`src/rtl/baud_tick_pkg.sv`:
```
// Shared widths and configuration types for the multi-channel baud tick generator.
// Default widths match the top-level parameter defaults.
package baud_tick_pkg;

    localparam int BT_CHANNELS = 2;
    localparam int BT_CNT_W    = 16;
    localparam int BT_FRAC_W   = 4;
    localparam int BT_OSR_W    = 5;

    typedef struct packed {
        logic [BT_CNT_W-1:0]  div;
        logic [BT_FRAC_W-1:0] frac;
        logic [BT_OSR_W-1:0]  osr;
    } bt_cfg_t;

    function automatic bt_cfg_t bt_make_cfg(
        input logic [BT_CNT_W-1:0]  div,
        input logic [BT_FRAC_W-1:0] frac,
        input logic [BT_OSR_W-1:0]  osr
    );
        bt_cfg_t cfg;
        cfg.div  = div;
        cfg.frac = frac;
        cfg.osr  = osr;
        return cfg;
    endfunction

endpackage

```
`src/rtl/baud_tick_chan.sv`:
```
// One baud channel: shadow/active config, fractional divider and oversample bit counter.
// Optional fractional accumulator is built only when BAUD_TICK_FRAC_EN is defined.
module baud_tick_chan
    import baud_tick_pkg::*;
#(
    parameter int CNT_W  = BT_CNT_W,
    parameter int FRAC_W = BT_FRAC_W,
    parameter int OSR_W  = BT_OSR_W
) (
    input  logic              clk,
    input  logic              aresetn,
    input  logic              en,
    input  logic              cfg_load,
    input  logic [CNT_W-1:0]  cfg_div,
    input  logic [FRAC_W-1:0] cfg_frac,
    input  logic [OSR_W-1:0]  cfg_osr,
    output logic              os_tick,
    output logic              bit_tick
);

    logic [CNT_W-1:0] shd_div_r;
    logic [CNT_W-1:0] act_div_r;
    logic [CNT_W-1:0] shd_div_nxt_s;
    logic [OSR_W-1:0] shd_osr_r;
    logic [OSR_W-1:0] act_osr_r;
    logic [OSR_W-1:0] shd_osr_nxt_s;
    logic [OSR_W-1:0] bit_cnt_r;
    logic [CNT_W:0]   cnt_r;
    logic [CNT_W:0]   reload_val_s;
    logic             carry_s;
    logic             reload_s;
    logic             os_tick_r;
    logic             bit_tick_r;
    logic             unused_act_div_s;

    // Shadow value as it will be after this edge, so a same-cycle load takes effect at a reload.
    always_comb begin
        shd_div_nxt_s = shd_div_r;
        shd_osr_nxt_s = shd_osr_r;
        if (cfg_load) begin
            shd_div_nxt_s = cfg_div;
            shd_osr_nxt_s = cfg_osr;
        end else begin
            shd_div_nxt_s = shd_div_r;
            shd_osr_nxt_s = shd_osr_r;
        end
    end

`ifdef BAUD_TICK_FRAC_EN
    logic [FRAC_W-1:0] shd_frac_r;
    logic [FRAC_W-1:0] act_frac_r;
    logic [FRAC_W-1:0] shd_frac_nxt_s;
    logic [FRAC_W-1:0] acc_r;
    logic [FRAC_W-1:0] sum_s;

    // Next shadow fraction and the accumulator step with its carry.
    always_comb begin
        shd_frac_nxt_s = shd_frac_r;
        if (cfg_load) begin
            shd_frac_nxt_s = cfg_frac;
        end else begin
            shd_frac_nxt_s = shd_frac_r;
        end
        {carry_s, sum_s} = {1'b0, acc_r} + {1'b0, act_frac_r};
    end

    // Fraction shadow/active registers and phase accumulator.
    always_ff @(posedge clk or negedge aresetn) begin
        if (!aresetn) begin
            shd_frac_r <= {FRAC_W{1'b0}};
            act_frac_r <= {FRAC_W{1'b0}};
            acc_r      <= {FRAC_W{1'b0}};
        end else begin
            shd_frac_r <= shd_frac_nxt_s;
            if (!en) begin
                act_frac_r <= shd_frac_nxt_s;
                acc_r      <= {FRAC_W{1'b0}};
            end else if (reload_s) begin
                act_frac_r <= shd_frac_nxt_s;
                acc_r      <= sum_s;
            end else begin
                act_frac_r <= act_frac_r;
                acc_r      <= acc_r;
            end
        end
    end
`else
    logic unused_frac_s;

    assign carry_s       = 1'b0;
    assign unused_frac_s = ^cfg_frac;
`endif

    assign reload_s     = en && (cnt_r == {(CNT_W+1){1'b0}});
    // The reload value is the divider that becomes active on this very edge.
    assign reload_val_s = {1'b0, shd_div_nxt_s} + {{CNT_W{1'b0}}, carry_s};
    assign unused_act_div_s = ^act_div_r;

    // Divider counter, bit counter, config transfer and registered tick outputs.
    always_ff @(posedge clk or negedge aresetn) begin
        if (!aresetn) begin
            shd_div_r  <= {CNT_W{1'b0}};
            act_div_r  <= {CNT_W{1'b0}};
            shd_osr_r  <= {OSR_W{1'b0}};
            act_osr_r  <= {OSR_W{1'b0}};
            bit_cnt_r  <= {OSR_W{1'b0}};
            cnt_r      <= {(CNT_W+1){1'b0}};
            os_tick_r  <= 1'b0;
            bit_tick_r <= 1'b0;
        end else begin
            shd_div_r <= shd_div_nxt_s;
            shd_osr_r <= shd_osr_nxt_s;
            if (!en) begin
                act_div_r  <= shd_div_nxt_s;
                act_osr_r  <= shd_osr_nxt_s;
                cnt_r      <= {1'b0, shd_div_nxt_s};
                bit_cnt_r  <= {OSR_W{1'b0}};
                os_tick_r  <= 1'b0;
                bit_tick_r <= 1'b0;
            end else if (reload_s) begin
                act_div_r <= shd_div_nxt_s;
                act_osr_r <= shd_osr_nxt_s;
                cnt_r     <= reload_val_s;
                os_tick_r <= 1'b1;
                // Equality (not >=) lets a shrunken osr wrap through zero with no stray bit tick.
                if (bit_cnt_r == act_osr_r) begin
                    bit_cnt_r  <= {OSR_W{1'b0}};
                    bit_tick_r <= 1'b1;
                end else begin
                    bit_cnt_r  <= bit_cnt_r + OSR_W'(1);
                    bit_tick_r <= 1'b0;
                end
            end else begin
                act_div_r  <= act_div_r;
                act_osr_r  <= act_osr_r;
                cnt_r      <= cnt_r - (CNT_W+1)'(1);
                bit_cnt_r  <= bit_cnt_r;
                os_tick_r  <= 1'b0;
                bit_tick_r <= 1'b0;
            end
        end
    end

    assign os_tick  = os_tick_r;
    assign bit_tick = bit_tick_r;

endmodule

```
`src/rtl/baud_tick_gen_mc.sv`:
```
// Multi-channel baud tick generator: one baud_tick_chan per channel, buses sliced per channel.
// Fractional dividers are present only when BAUD_TICK_FRAC_EN is defined.
module baud_tick_gen_mc
    import baud_tick_pkg::*;
#(
    parameter int CHANNELS = BT_CHANNELS,
    parameter int CNT_W    = BT_CNT_W,
    parameter int FRAC_W   = BT_FRAC_W,
    parameter int OSR_W    = BT_OSR_W
) (
    input  logic                       clk,
    input  logic                       aresetn,
    input  logic [CHANNELS-1:0]        ch_en,
    input  logic [CHANNELS-1:0]        cfg_load,
    input  logic [CHANNELS*CNT_W-1:0]  baud_div,
    input  logic [CHANNELS*FRAC_W-1:0] baud_frac,
    input  logic [CHANNELS*OSR_W-1:0]  osr,
    output logic [CHANNELS-1:0]        os_tick,
    output logic [CHANNELS-1:0]        bit_tick
);

    for (genvar i = 0; i < CHANNELS; i++) begin : g_chan
        baud_tick_chan #(
            .CNT_W  (CNT_W),
            .FRAC_W (FRAC_W),
            .OSR_W  (OSR_W)
        ) u_chan (
            .clk      (clk),
            .aresetn  (aresetn),
            .en       (ch_en[i]),
            .cfg_load (cfg_load[i]),
            .cfg_div  (baud_div[i*CNT_W +: CNT_W]),
            .cfg_frac (baud_frac[i*FRAC_W +: FRAC_W]),
            .cfg_osr  (osr[i*OSR_W +: OSR_W]),
            .os_tick  (os_tick[i]),
            .bit_tick (bit_tick[i])
        );
    end

endmodule

```
`config.mk`:
```
export PLATFORM = sky130hd
export DESIGN_NAME = baud_tick_gen_mc
export DESIGN_NICKNAME = d
export VERILOG_FILES = /design/src/rtl/baud_tick_pkg.sv /design/src/rtl/baud_tick_chan.sv /design/src/rtl/baud_tick_gen_mc.sv
export SDC_FILE = /design/constraint.sdc
export NUM_CORES = 1
export LEC_CHECK = 0
export BUFFER_PORTS_ARGS = -buffer_cell sky130_fd_sc_hd__buf_2
export CORE_ASPECT_RATIO = 0.75
export CORE_MARGIN = 4
export CORE_UTILIZATION = 56
export CTS_CLUSTER_DIAMETER = 120
export DETAILED_ROUTE_END_ITERATION = 8
export GPL_TIMING_DRIVEN = 0
export MAX_ROUTING_LAYER = met4
export PLACE_DENSITY = 0.78
export SLEW_MARGIN = 20
export SYNTH_ARGS = -nofsm -noshare
export SYNTH_HDL_FRONTEND = slang
export SYNTH_SLANG_ARGS = --single-unit
```
`constraint.sdc`:
```
create_clock -name clk -period 4.3 [get_ports clk]
set_input_delay 1.075 -clock clk [delete_from_list [all_inputs] [get_ports clk]]
set_output_delay 1.075 -clock clk [all_outputs]
set_load 0.005 [all_outputs]
```
Word level (Yosys, flattened, before mapping)
Cells that the tools add are included.
{"block": "word_totals", "wordCells": 54, "n_memories": 0, "out_inout_bits": 4, "rom_bits": 0, "ramBits": 0, "latch_bits": 0, "inputBits": 56, "regBits": 100}
{"block": "op_classes", "addsub": 4, "magnitude_cmp": 0, "bitwise_logic": 0, "n_div": 0, "n_reduce_logical": 4, "n_eq_ne": 4, "n_mul": 0, "shifts": 0, "muxes": 28}
{"op": "$mux 17", "count": 4}
{"op": "$mux 5", "count": 12}
{"op": "$logic_not 17->1", "count": 2}
{"op": "$sub 17x1->17 const B", "count": 2}
{"op": "$mux 16", "count": 2}
{"op": "$add 5x1->5 const B", "count": 2}
{"op": "$eq 5x5->1", "count": 2}
{"op": "$mux 1", "count": 10}
{"op": "$ne 2x1->1 const B", "count": 2}
{"op": "$logic_and 1x1->1", "count": 2}

Depth between registers and ports, before layout
Gate-level depths: netlist of the first run.
{"block": "depth", "word_depth": 4, "mapped_depth": 7, "mapped_depth_nobuf": 7}

Cells and area by module
From an unflattened synthesis of the first run, not the netlist that was laid out.
{"block": "hier_totals", "cells_unflattened": 368, "area_unflattened_um2": 4702.0}
{"mod": "baud_tick_chan at g_chan[0].u_chan", "seq_area_each_um2": 1251.2, "cells_each": 183, "n_inst": 1, "area_per_inst_um2": 2352.3}
{"mod": "baud_tick_chan at g_chan[1].u_chan", "seq_area_each_um2": 1251.2, "cells_each": 185, "n_inst": 1, "area_per_inst_um2": 2349.8}

Worst setup path before layout of the first run
Ideal clock, no wire load.
{"block": "synth_timing", "path_type": "register to register", "start": "reg g_chan[0].u_chan.cnt_r[13]", "end": "reg g_chan[0].u_chan.act_osr_r[1]", "synth_period_minus_slack_ps": 2233, "setup_time_ps": 125, "t_required_ps": 4175, "t_arrival_ps": 2108, "path_buffers": 1, "setup_slack_ps": 2067, "stages_incl_launch_ff": 7, "cell_sequence": "dfrtp_1 -> or3_1 -> nand4bb_1 -> or4b_4 -> nand2_4 -> buf_6 -> mux2_2"}
{"block": "synth_via", "elab_chain_len": 3}
{"element": "start: declaration", "line_no": "baud_tick_chan.sv:28", "source": "logic [CNT_W:0] cnt_r;"}
{"element": "start signal: assignment", "line_no": "baud_tick_chan.sv:107", "source": "cnt_r <= {(CNT_W+1){1'b0}};"}
{"element": "start signal: assignment", "line_no": "baud_tick_chan.sv:116", "source": "cnt_r <= {1'b0, shd_div_nxt_s};"}
{"element": "start signal: assignment", "line_no": "baud_tick_chan.sv:123", "source": "cnt_r <= reload_val_s;"}
{"element": "$logic_not 17->1", "line_no": "baud_tick_chan.sv:94", "source": "assign reload_s = en && (cnt_r == {(CNT_W+1){1'b0}});"}
{"element": "$logic_and 1x1->1", "line_no": "baud_tick_chan.sv:94"}
{"element": "$ne 2x1->1 (no line)"}
{"element": "end signal: assignment", "line_no": "baud_tick_chan.sv:105", "source": "act_osr_r <= {OSR_W{1'b0}};"}
{"element": "end signal: assignment", "line_no": "baud_tick_chan.sv:115", "source": "act_osr_r <= shd_osr_nxt_s;"}
{"element": "end signal: assignment", "line_no": "baud_tick_chan.sv:122", "source": "act_osr_r <= shd_osr_nxt_s;"}
{"element": "end: declaration", "line_no": "baud_tick_chan.sv:25", "source": "logic [OSR_W-1:0] act_osr_r;"}
Every way passes these cells.
A chain may end at the register's enable or synchronous reset.

Worst setup path in the final report of the first run
{"block": "layout_timing", "start": "reg g_chan[0].u_chan.cnt_r[13]", "end": "reg g_chan[0].u_chan.bit_tick_r"}
{"block": "layout_via", "elab_chain_len": 4}
{"element": "$logic_not 17->1", "line_no": "baud_tick_chan.sv:94"}
{"element": "$logic_and 1x1->1", "line_no": "baud_tick_chan.sv:94"}
{"element": "$mux 1", "line_no": "baud_tick_chan.sv:120", "source": "end else if (reload_s) begin"}
{"element": "$mux 1", "line_no": "baud_tick_chan.sv:113", "source": "if (!en) begin"}
{"element": "end signal: assignment", "line_no": "baud_tick_chan.sv:119", "source": "bit_tick_r <= 1'b0;"}
{"element": "end signal: assignment", "line_no": "baud_tick_chan.sv:128", "source": "bit_tick_r <= 1'b1;"}
{"element": "end signal: assignment", "line_no": "baud_tick_chan.sv:131", "source": "bit_tick_r <= 1'b0;"}
{"element": "end: declaration", "line_no": "baud_tick_chan.sv:33", "source": "logic bit_tick_r;"}
Every way passes these cells.

==> run_results.csv, run 1 <==
group,metric,value,unit
status,status,"completed",
placed_design,dp_cells,524,
cells_and_area,design_area,5240,um2
critical_path,start_kind,"register",
synthesis,synth_warnings,0,
synthesis,synthCells,368,
cells_and_area,multiInputGateArea,2030,um2
placed_design,dpl.hpwl,6.05,mm
min_path,holdPathStages,2,
timing,tightest_slew,1.07,ns
floorplanning,die_area,9830,um2
timing,finalCritPeriodShare,0.575,
timing,fin_skew,0.0113,ns
cells_and_area,final_core_util,0.656,
clock_network,cts_num_sinks,100,
power_and_ir_drop,power_leakage,2.31,nW
cells_and_area,syn_to_final_growth,12.8,%
grt,grt_first_pass_wirelength,14.5,mm
timing,fin_setup_tns,0,ns
placed_design,numPortBuffers,50,
clock_network,postCtsHoldBufs,0,
critical_path,worstReg2RegEnd,"g_chan[0].u_chan.bit_tick$_DFF_PN0_",
power_and_ir_drop,ir_drop,0.241,mV
cells_and_area,n_fill_cell,615,
floorplanning,initial_core_util,0.582,
clock_network,clock_path_buffers,2,
critical_path,r2r_slack,1.83,ns
timing,finalMaxSlewViolations,0,
grt,grt_max_degree,80,
placed_design,placed_cell_area,5060,um2
cells_and_area,ff_latch_area,2500,um2
drt,final_antenna_net_count,0,
timing,layout_setup_ws,1.83,ns
cells_and_area,num-nets-final,492,
drt,drt_iter0_drc,101,
synthesis,synth_top_area_frac,0.539,
clock_network,cts_resized,0,
timing,finalHoldViolCount,0,
clock_network,cts_tree,"yes",
cells_and_area,drive_gt1_frac,0.377,
grt,grt_antenna_before_repair,0,
drt,viasPerCell,5.37,
synthesis,synth_fp_nets,430,
drt,drc,0,
min_path,min_from,"g_chan[1].u_chan.shd_div_r[14]$_DFF_PN0_",
synthesis,syn_area_per_cell,12.6,um2
synthesis,yosysUniqueCellTypes,41,
clock_network,cts-root-buf,"clkbuf_8",
power_and_ir_drop,power_density,389,nW/um2
drt,num_vias,2899,
floorplanning,rows,28,
critical_path,path_class,"register to register",
floorplanning,dieWidth,113,um
cells_and_area,diodes,0,
synthesis,ys_seq_elements,100,
timing,fin_crit,2.47,ns
critical_path,cp_slowest_cell,"nor4b_1",
clock_network,htree_levels,3,
critical_path,required,4.60,ns
timing,fmax,405,MHz
floorplanning,core,7990,um2
power_and_ir_drop,p_total,2.04,mW
grt,track_usage,0.190,
critical_path,crit_fanout,6,
clock_network,clk_pin_slew,0.10,ns
drt,wl,8.29,mm
synthesis,synth_area_leader_cell,"dfrtp_1",
timing,rsz0062_at_grt,"no",
floorplanning,die_h,86.9,um
min_path,hold_path.class,"register to register",
critical_path,cp-end-kind,"register",
placed_design,place.gp.congestion,0.824,
min_path,hold_end,"g_chan[1].u_chan.shd_div_r[14]$_DFF_PN0_",
clock_network,numCtsBuffers,9,
timing,relSlewSlack,0.279,
floorplanning,io_pins,60,
cells_and_area,stdcell_count,540,
critical_path,cp.arrival,2.77,ns
timing,hold_slack,0.491,ns
critical_path,rr_startpoint,"g_chan[0].u_chan.cnt_r[13]$_DFF_PN0_",
grt,grt_overflow,0,
timing,setup_viol,0,
critical_path,reg2reg_depth,5,
critical_path,slowest_delay,0.93,ns
synthesis,ys_seq_area_frac,0.539,
drt,dr.pass1.iters,4,
clock_network,postCtsSetupBuffers,0,
drt,avgRoutedWirePerCell,15.3,um
synthesis,netlist_area,4650,um2
critical_path,crit_chain,"or3_1 > nand4bb_1 > nor4b_1 > and2_2 > and3_1",
synthesis,yosys-top-cells-area,"dfrtp_1 (54%), mux2_2 (20%), xor2_1 (4.7%)",
placed_design,place_ws,1.79,ns
clock_network,clock_latency,0.36,ns
job,max-cap-violations,0,
grt,grt_pass1_vias,3105,
-- cell usage after synthesis --
cell type and number:
o31ai_1 2, mux2i_1 2, xor2_1 25, nand4b_1 2, mux2_2 81, nor4_1 3
or4_1 4, o211ai_1 2, or4b_4 1, a21oi_1 1, or3_1 4, a31oi_1 1
nor3_1 18, buf_4 4, clkbuf_1 5, nand2_4 1, and3_1 2, o21ai_1 1
and2_2 1, nor2_1 17, nor4b_2 1, or2_2 1, buf_2 3, nor4b_1 2
a21boi_0 7, o21ai_0 4, nand3b_1 4, xnor2_1 13, nand4_1 3, mux2_1 1
buf_6 2, ha_1 6, or4_4 1, nand2_1 19, nand4bb_1 1, nand3_1 12
or3_2 1, dfrtp_1 100, nor4_2 1, o22ai_1 1, inv_1 8
-- layout by cell type, fill, tap and decap left out, types with 6 or more instances in the layout --
| cell type | instances |
|---|---|
| a21boi_0 | 7 |
| buf_2 | 52 |
| clkbuf_1 | 6 |
| clkbuf_8 | 10 |
| dfrtp_1 | 100 |
| ha_1 | 6 |
| inv_1 | 8 |
| mux2_2 | 81 |
| nand2_1 | 19 |
| nand3_1 | 12 |
| nor2_1 | 17 |
| nor3_1 | 18 |
| xnor2_1 | 13 |
| xor2_1 | 25 |
-- worst max-delay path by stage --
stage                                         startpoint                                        end  slack [ns]  depth (start not counted)
floorplan           g_chan[0].u_chan.cnt_r[13]$_DFF_PN0_  g_chan[0].u_chan.act_osr_r[1]$_DFFE_PN0P_        2.07                          6
global placement                                 aresetn  g_chan[1].u_chan.bit_cnt_r[1]$_DFFE_PN0P_        1.15                          1
detailed placement                           cfg_load[1]  g_chan[1].u_chan.act_osr_r[2]$_DFFE_PN0P_        1.79                          4
CTS                 g_chan[0].u_chan.cnt_r[13]$_DFF_PN0_        g_chan[0].u_chan.bit_tick$_DFF_PN0_        1.85                          5
global route         g_chan[0].u_chan.cnt_r[4]$_DFF_PN0_  g_chan[0].u_chan.bit_cnt_r[0]$_DFFE_PN0P_        1.61                          5
finish              g_chan[0].u_chan.cnt_r[13]$_DFF_PN0_        g_chan[0].u_chan.bit_tick$_DFF_PN0_        1.83                          5
-- final cells by class --
cell class	instances	share of cell area
flip-flops and latches	100	0.477
multi-input cells	246	0.387
repair buffers	51	0.0542
clock buffers	11	0.0270
well taps	105	0.0251
plain buffers	14	0.0165
clock inverters	5	0.00716
inverters	8	0.00573
-- power breakdown --
group,internal [mW],switching (mW),total [mW],leakage (nW)
clock network,0.228,0.325,0.553,0.0855
logic,0.188,0.155,0.342,1.02
registers,1.06,0.0896,1.14,1.21
total,1.47,0.569,2.04,2.31
-- per-layer routing --
metal  share of wire  GRT usage  vias to the layer above
met5               0          -                        -
met4          0.0035     0.0426                        0
met2            0.46      0.292                       53
li1                -          -                     1413
met3           0.047     0.0465                        2
met1            0.48      0.260                     1431
-- registers in the layout (all words and copies together) (netlist names) --
name / cells
g_chan.u_chan.cnt_r: 34
g_chan.u_chan.shd_div_r: 32
g_chan.u_chan.bit_cnt_r: 10
g_chan.u_chan.os_tick: 2
g_chan.u_chan.shd_osr_r: 10
g_chan.u_chan.bit_tick: 2
g_chan.u_chan.act_osr_r: 10
-- critical path: cells and delay by family, from the launching register on --
| kind | cells | cell delay (ns) |
|---|---|---|
| and+or+nand+nor | 5 | 2.00 |
| DFF | 1 | 0.43 |
-- cells by family after synthesis --
family | after synthesis | share of synthesized area
AO/OA/AOI/OAI | 19 | 0.0269
multiplexers | 84 | 0.203
XOR/XNOR | 38 | 0.0716
AND/OR/NAND/NOR | 99 | 0.119
adder cells (fa/ha/maj) | 6 | 0.0162
buffers and inverters | 22 | 0.0250
flip-flops | 100 | 0.539
No activity file was read; power rests on OpenSTA's default activity.
==> run 2: changes to the inputs <==
clock period = 2.44 ns   (was 4.3 ns; I/O delays follow)
==> run 2 against run 1 <==
  * Clock skew about the same
  * Design area increased by 1.2%
  * First-iteration DRC count increased by 9.9%
  * Worst setup slack got worse by 1.8 ns
  * Register-to-register slack got worse by 1.8 ns
  * Total power increased by 77%
  * Die area unchanged
  * Global-route usage unchanged
  * Wire length increased by 0.70%
  * Flip-flop and latch count unchanged
  * Critical path depth increased by 1
  * Sequential power increased by 77%
==> run_results.csv, run 2 (same netlist as run 1, synthesis figures left out) <==
group,metric,value,unit
drt,avgRoutedWirePerCell,15.4,um
cells_and_area,diodes,0,
timing,fmax,419,MHz
placed_design,dpl.hpwl,6.05,mm
min_path,hold_path.class,"input port to async pin",
clock_network,clock_latency,0.36,ns
job,max-cap-violations,0,
critical_path,slowest_delay,0.55,ns
timing,finalCritPeriodShare,0.979,
power_and_ir_drop,power_frac_seq,0.560,
cells_and_area,syn_to_final_growth,14.2,%
drt,num_vias,2913,
drt,drc,0,
critical_path,start_kind,"register",
clock_network,clock_path_buffers,2,
floorplanning,die_h,86.9,um
placed_design,numPortBuffers,50,
floorplanning,core,7990,um2
drt,drt_iter0_drc,111,
critical_path,rr_startpoint,"g_chan[0].u_chan.cnt_r[13]$_DFF_PN0_",
power_and_ir_drop,power_density,680,nW/um2
clock_network,postCtsHoldBufs,0,
cells_and_area,drive_gt1_frac,0.391,
timing,fin_skew,0.0109,ns
timing,finalMaxSlewViolations,0,
drt,wl,8.35,mm
power_and_ir_drop,clkPwrFrac,0.270,
cells_and_area,layout_commonest_cell,"dfrtp_1",
critical_path,cp.arrival,2.63,ns
floorplanning,rows,28,
timing,fin_setup_tns,0,ns
power_and_ir_drop,cellInternalPower,2.60,mW
clock_network,cts_num_sinks,100,
drt,final_antenna_net_count,0,
grt,grt_overflow,0,
critical_path,crit_fanout,10,
timing,setup_viol,0,
power_and_ir_drop,switching_share,0.280,
timing,tightest_slew,0.650,ns
cells_and_area,n_fill_cell,605,
placed_design,place.gp.congestion,0.824,
timing,fin_crit,2.39,ns
power_and_ir_drop,comb_power_share,0.170,
floorplanning,initial_core_util,0.582,
grt,grt_antenna_before_repair,0,
power_and_ir_drop,p_total,3.61,mW
clock_network,cts-root-buf,"clkbuf_8",
power_and_ir_drop,power_leakage,2.34,nW
grt,track_usage,0.190,
critical_path,startpoint,"g_chan[0].u_chan.cnt_r[13]$_DFF_PN0_",
critical_path,path_class,"register to register",
timing,layout_setup_ws,0.0522,ns
power_and_ir_drop,ir_drop,0.425,mV
drt,viasPerCell,5.37,
grt,grt_pass1_vias,3105,
critical_path,cp-end-kind,"register",
drt,dr.pass1.iters,4,
grt,grt_max_degree,80,
placed_design,place_ws,0.0333,ns
timing,hold_slack,0.0769,ns
cells_and_area,final_cell_mix,"dfrtp_1 (100), mux2_2 (81), buf_2 (52)",
clock_network,cts_tree,"yes",
grt,grt_first_pass_wirelength,14.5,mm
critical_path,required,2.68,ns
timing,finalHoldViolCount,0,
timing,relSlewSlack,0.567,
clock_network,numCtsBuffers,9,
floorplanning,dieWidth,113,um
floorplanning,io_pins,60,
clock_network,clk_pin_slew,0.10,ns
clock_network,htree_levels,3,
cells_and_area,final_core_util,0.664,
cells_and_area,num-nets-final,494,
status,status,"completed",
critical_path,cp_slowest_cell,"or4b_4",
floorplanning,die_area,9830,um2
critical_path,crit_chain,"or3_1 > nand4bb_4 > or4b_4 > nand2_4 > buf_8 > mux2_2",
cells_and_area,max_flop_register,"g_chan.u_chan.cnt_r",
power_and_ir_drop,switchingPower,1.01,mW
cells_and_area,reg_top3,"g_chan.u_chan.cnt_r (34), g_chan.u_chan.shd_div_r (32)",
cells_and_area,largest_reg_flops,34,
-- run 2: critical path: cells and delay by family (launching register included) --
kind	cells	cell delay, ns
flops	1	0.42
mux	1	0.35
simple gates	4	1.35
buf+inv	1	0.16
-- run 2: worst paths after layout --
| check | endpoint | slack [ns] | cells after the start |
|---|---|---|---|
| hold / removal | g_chan[0].u_chan.shd_osr_r[3]$_DFF_PN0_ | 0.08 | 1 |
| max in group asynchronous | g_chan[1].u_chan.shd_osr_r[0]$_DFF_PN0_ | 1.71 | 2 |
| setup reg to reg | g_chan[0].u_chan.cnt_r[4]$_DFF_PN0_ | 0.05 | 6 |
| setup / recovery | g_chan[0].u_chan.cnt_r[4]$_DFF_PN0_ | 0.05 | 6 |
| min in group clk | g_chan[1].u_chan.shd_div_r[14]$_DFF_PN0_ | 0.49 | 2 |
| hold reg to reg | g_chan[1].u_chan.shd_div_r[14]$_DFF_PN0_ | 0.49 | 2 |
-- run 2: stage by stage --
stage	area (um2)	instances
after floorplan	4650	368
after global placement	5030	523
after detailed placement	5060	524
after CTS	5240	540
after global routing	5310	542
final	5310	542
-- run 2: power groups by stage --
stage,combinational (mW),sequential [mW],clock [mW]
6_report,0.615,2.02,0.974
5_1_grt,0.698,2.05,1.07
4_1_cts,0.611,2.02,0.999
3_5_place_dp,0.608,2.05,0
3_3_place_gp,0.576,2.04,0
2_1_floorplan,0.446,2.01,0
-- run 2: routing by layer --
layer	global-route usage	vias up	routed length [um]
met1	0.260	1449	4140
li1	-	1417	-
met4	0.0426	0	55
met5	-	-	0
met3	0.0465	6	299
met2	0.292	41	3860
-- run 2: area by class of cell --
class	count	area, um2	share of cell area
clock buffer	11	141	0.0266
buffer	14	90.1	0.0170
tap	105	131	0.0248
sequential	100	2500	0.472
clock inverter	5	37.5	0.00707
multi-input combinational	246	2070	0.391
inverter	8	30.0	0.00566
timing repair buffer	53	299	0.0564
-- run 2: timing repair --
action	4_1_cts	5_1_grt
buffers inserted	0	2
pin swaps	0	1
setup endpoints to repair	1	46
resized for setup	0	7
